===== src/rtl/reg_file_sb.sv =====
// Multi-port integer register file with per-register write scoreboard.
// Define RF_BYPASS_EN to forward same-cycle writeback data to the read ports.
module reg_file_sb #(
    parameter int DATA_WIDTH = 32,
    parameter int ADDR_WIDTH = 5,
    parameter int NUM_RD     = 2
) (
    input  logic                           clk,
    input  logic                           rst,
    input  logic [NUM_RD*ADDR_WIDTH-1:0]   rd_addr,
    output logic [NUM_RD*DATA_WIDTH-1:0]   rd_data,
    output logic [NUM_RD-1:0]              rd_busy,
    input  logic                           wr_en,
    input  logic [ADDR_WIDTH-1:0]          wr_addr,
    input  logic [DATA_WIDTH-1:0]          wr_data,
    input  logic                           issue_en,
    input  logic [ADDR_WIDTH-1:0]          issue_rd,
    output logic [ADDR_WIDTH:0]            pending_cnt,
    output logic                           sb_full
);

    localparam int NREGS = 2 ** ADDR_WIDTH;
    localparam logic [ADDR_WIDTH:0] FULL_CNT = (ADDR_WIDTH + 1)'(NREGS - 1);

    logic [DATA_WIDTH-1:0] regs [NREGS];
    logic [NREGS-1:0]      busy;
    logic [NREGS-1:0]      busyNext;
    logic [ADDR_WIDTH:0]   pendingCnt;
    logic                  wrHit;
    logic                  issueHit;
    logic                  cntUp;
    logic                  cntDown;

    // Decode writeback/issue and derive the next busy vector and count step.
    // A same-register issue beats the writeback clear: the new producer wins.
    always_comb begin
        wrHit    = wr_en && (wr_addr != '0);
        issueHit = issue_en && (issue_rd != '0);
        cntUp    = issueHit && !busy[issue_rd];
        cntDown  = wrHit && busy[wr_addr]
                   && !(issueHit && (issue_rd == wr_addr));
        busyNext = busy;
        if (wrHit) begin
            busyNext[wr_addr] = 1'b0;
        end
        if (issueHit) begin
            busyNext[issue_rd] = 1'b1;
        end
    end

    // Register array write port; x0 is never written outside of reset.
    always_ff @(posedge clk) begin
        if (rst) begin
            for (int r = 0; r < NREGS; r++) begin
                regs[r] <= '0;
            end
        end else if (wrHit) begin
            regs[wr_addr] <= wr_data;
        end
    end

    // Scoreboard bits and running popcount of pending registers.
    always_ff @(posedge clk) begin
        if (rst) begin
            busy       <= '0;
            pendingCnt <= '0;
        end else begin
            busy <= busyNext;
            unique case ({cntUp, cntDown})
                2'b10:   pendingCnt <= pendingCnt + 1'b1;
                2'b01:   pendingCnt <= pendingCnt - 1'b1;
                default: pendingCnt <= pendingCnt;
            endcase
        end
    end

    assign pending_cnt = pendingCnt;
    assign sb_full     = (pendingCnt == FULL_CNT);

    for (genvar i = 0; i < NUM_RD; i++) begin : gRd
        logic [ADDR_WIDTH-1:0] addr;
        logic [DATA_WIDTH-1:0] data;
        logic                  bsy;

        assign addr = rd_addr[i*ADDR_WIDTH +: ADDR_WIDTH];

        // Combinational read of data and busy bit, x0 forced to zero.
        always_comb begin
            data = (addr == '0) ? '0 : regs[addr];
            bsy  = busy[addr];
`ifdef RF_BYPASS_EN
            if (wrHit && (wr_addr == addr)) begin
                data = wr_data;
                if (!(issueHit && (issue_rd == wr_addr))) begin
                    bsy = 1'b0;
                end
            end
`endif
        end

        assign rd_data[i*DATA_WIDTH +: DATA_WIDTH] = data;
        assign rd_busy[i] = bsy;
    end

endmodule


===== config.mk =====
export PLATFORM = sky130hd
export DESIGN_NAME = reg_file_sb
export DESIGN_NICKNAME = d
export VERILOG_FILES = /design/src/rtl/reg_file_sb.sv
export SDC_FILE = /design/constraint.sdc
export NUM_CORES = 2
export LEC_CHECK = 0
export ABC_AREA = 1
export CAP_MARGIN = 20
export CORE_ASPECT_RATIO = 0.9
export CORE_MARGIN = 4
export CORE_UTILIZATION = 25
export DETAILED_ROUTE_END_ITERATION = 7
export PLACE_DENSITY = 0.35
export SYNTH_ARGS = -nofsm -noshare
export SYNTH_HDL_FRONTEND = slang
export SYNTH_SLANG_ARGS = --single-unit

===== constraint.sdc =====
create_clock -name clk -period 6.75 [get_ports clk]
set_clock_uncertainty 0.15 [all_clocks]
set_input_delay 1.0125 -clock clk [delete_from_list [all_inputs] [get_ports clk]]
set_output_delay 1.0125 -clock clk [all_outputs]
set_load 0.02 [all_outputs]

==> results.yml <==
die:
  design.die.area_um2: 245700
  die_h_um: 470.6
  coreArea_um2: 236200
  initial_utilization_pct: 25.17
  io_pins: 129
  row_count: 169
  chipWidth_um: 522.0
sta:
  setup_repair_after_global_routing_missed_its_margin: "false"
  min_period_ns: 5.508
  max_slew_margin_pct: 29.72
  layout_setup_ws_ns: 1.242
  maxClockFrequency_mhz: 181.5
  final.setup.tns_ns: 0
  final_min_period_over_clock_period_pct: 81.61
  report.final.slew_viol_count: 0
  timing_hold_violations_final: 0
  max_slew.worst_pin.slew_ns: 1.054
  final_setup_violating_endpoints: 0
  holdWs_ns: 0.3333
min_path:
  timing.hold.worst.class: "reg2reg"
grt:
  global_route_wire_length_before_repair_um: 424600
  number_of_antenna_violations_at_the_first_check_in_global_routing: 7
  grt_usage_pct: 24.01
  grt_start_max_net_pins: 144
  grt_overflow: 0
  grt_pass1_vias: 53630
outcome:
  outcome: "completed"
worst_setup_path:
  crit_path_start: "rd_addr[6]"
  critical_path.slowest_cell: "sky130_fd_sc_hd__inv_8"
  critPathCapture: "rd_busy[1]"
  r2r_end: "pending_cnt[5]$_SDFFE_PP0P_"
  worst-path-max-fanout: 89
  worstReg2RegStart: "busy[7]$_SDFF_PP0_"
  worst_ep_required_time_ns: 5.59
  crit_path_frequent_cell: "sky130_fd_sc_hd__nand2_1"
  worst_path_arrival_time_ns: 4.35
  cp-end-kind: "output port"
  critical_path.startpoint_type: "input port"
  path_buf_inv: 5
  crit_path_cell_trace: "buf_8, inv_8, buf_4, buf_4, a21oi_1, o21ai_0, nand3_1, nand2_1, nand2_1, nand2_1, nand2_1, nand2_1, clkdlybuf4s50_1"
  path_delay_family: "buffers and inverters"
  delay_contributed_by_the_slowest_stage_of_the_critical_path_ns: 0.72
  worstSetupPathDepth: 13
  critical_path_class: "in2out"
  regToRegSetupSlack_ns: 3.93
  worstRegToRegCells: 16
cts:
  post_cts_hold_buffer_count: 0
  worstSkewPairLatency_ns: 0.77
  cts_tree: "built"
  worst_setup_hold_path_clk_slew_ns: 0.05
  clk_path_buf_depth: 3
  clock-sinks: 1062
  post_cts_resized: 0
  tritoncts.num_buffers: 139
  clock_tree.root_cell: "sky130_fd_sc_hd__clkbuf_16"
  post-cts-setup-buffers: 0
  htreeDepth: 4
synthesis:
  post-synth-top-area-fraction_pct: 51.72
  synthesized_instance_count: 7707
  synth.area.top_cells: "sky130_fd_sc_hd__edfxtp_1 52%, sky130_fd_sc_hd__nand2_1 17%, sky130_fd_sc_hd__nand3_1 12%"
  synth_edf_count: 1024
  synthDistinctLibCells: 34
  synth-main-ff-cell: "sky130_fd_sc_hd__edfxtp_1"
  synth_area_um2: 59450
  async_reset_ff_share_pct: 0
  ys_ff_latch: 1062
  number_of_warnings_printed_during_yosys_synthesis: 0
  ys_seq_area_share_pct: 53.00
  postSynthAreaPerCell_um2: 7.714
  synth.largest_area_cell: "sky130_fd_sc_hd__edfxtp_1"
detailed_routing:
  detail_route.wirelength_um: 302900
  detailedRoute.firstPassIterationCount: 6
  routedWlPerCell_um: 27.96
  vias: 55500
  final_antenna_net_count: 0
  drt_drc_violations_left: 0
  drt-initial-drc-count: 6345
  routed_via_density: 5.124
power:
  vdd_ir_drop_max_mv: 0.2478
  power.density_cell_area_nw_per_um2: 256.0
  static_leak_uw: 0.02764
placed_design:
  pre_cts_slack_ns: 1.284
  place_congestion: 0.8211
  detailed_place_hpwl_um: 166800
  port_buffers: 128
layout:
  most_frequent_standard_cell_in_the_layout_excluding_fill_and_tap_cells: "sky130_fd_sc_hd__nand2_1"
  syn2layout_area_growth_pct: 15.48
  final_core_utilization_pct: 29.07
  final_layout_size_suffix_gt1_share_pct: 6.482
  fin_nets: 7622
  final_cell_mix: "2,652 x sky130_fd_sc_hd__nand2_1, 1,431 x sky130_fd_sc_hd__nand3_1, 1,306 x sky130_fd_sc_hd__nor2_1"
job:
  drv.max_cap_violation_count: 0
[flip-flops by register name (all words and copies together), names as in the netlist]
name,count
regs,1024
pending_cnt,6
busy,32
[synthesized netlist by cell type, types with 12 or more instances]
library cell and number:
sky130_fd_sc_hd__nand3_1 1453, sky130_fd_sc_hd__inv_1 118, sky130_fd_sc_hd__clkbuf_1 318, sky130_fd_sc_hd__o21ai_0 202, sky130_fd_sc_hd__buf_4 19, sky130_fd_sc_hd__nand2_1 2679
sky130_fd_sc_hd__buf_2 246, sky130_fd_sc_hd__edfxtp_1 1024, sky130_fd_sc_hd__a21oi_1 138, sky130_fd_sc_hd__dfxtp_1 38, sky130_fd_sc_hd__nor2_1 1306, sky130_fd_sc_hd__buf_1 79
sky130_fd_sc_hd__o21ai_1 12
[routing by layer]
metal	part of all wire, %	GRT usage (%)	up-vias
met2	45	38.25	2458
met4	3.3	7.179	0
li1	-	-	25120
met3	6.5	3.136	439
met1	45	33.83	27490
met5	0	0	-
[worst min-delay path: stages (launching register included)]
cell                      delay (ns)
sky130_fd_sc_hd__dfxtp_1        0.32
sky130_fd_sc_hd__nand3_1        0.07
sky130_fd_sc_hd__o21ai_0        0.06
[cell families after synthesis]
family                     synth area share [%]
AOI/OAI and AO/OA                         3.119
xor gates and xnor gates                 0.1031
adders and majority gates                0.1389
buffers and inverters                     5.691
DFF                                       53.00
other                                  0.006308
and+or+nand+nor                           37.94
[per-stage QoR]
step | power, uW | cell area, um^2 | instances
detailed placement | 10520 | 64440 | 10580
floorplan | 9279 | 59570 | 7738
finish | 17580 | 68650 | 10830
CTS | 17740 | 68640 | 10830
global route | 18260 | 68650 | 10830
global placement | 10530 | 64390 | 10580
[power breakdown]
group | internal (uW) | leakage [uW] | switching (uW)
clock | 4080 | 0.00207 | 3110
combinational | 687 | 0.0155 | 1930
sequential | 7580 | 0.0101 | 189
total | 12300 | 0.0276 | 5230
[worst min-delay path by stage]
stage                                   start             endpoint  cells past startpoint  slack, ns
after floorplan            busy[0]$_SDFF_PP0_   busy[0]$_SDFF_PP0_                      2       0.29
after global placement    busy[16]$_SDFF_PP0_  busy[16]$_SDFF_PP0_                      2       0.32
after detailed placement   busy[6]$_SDFF_PP0_   busy[6]$_SDFF_PP0_                      2       0.33
after CTS                  busy[6]$_SDFF_PP0_   busy[6]$_SDFF_PP0_                      2       0.34
after global routing       busy[6]$_SDFF_PP0_   busy[6]$_SDFF_PP0_                      2       0.36
final                     busy[16]$_SDFF_PP0_  busy[16]$_SDFF_PP0_                      2       0.33
[layout make-up]
type	count	area (um^2)
Clock buffer	177	3727
Tap cell	3163	3958
Inverter	133	550.5
Fill cell	25130	167500
Clock inverter	71	478.0
Multi-Input combinational cell	5880	24900
Antenna cell	3	7.507
Timing Repair Buffer	344	3516
Sequential cell	1062	31510
Power figures use the tool's default switching activity.
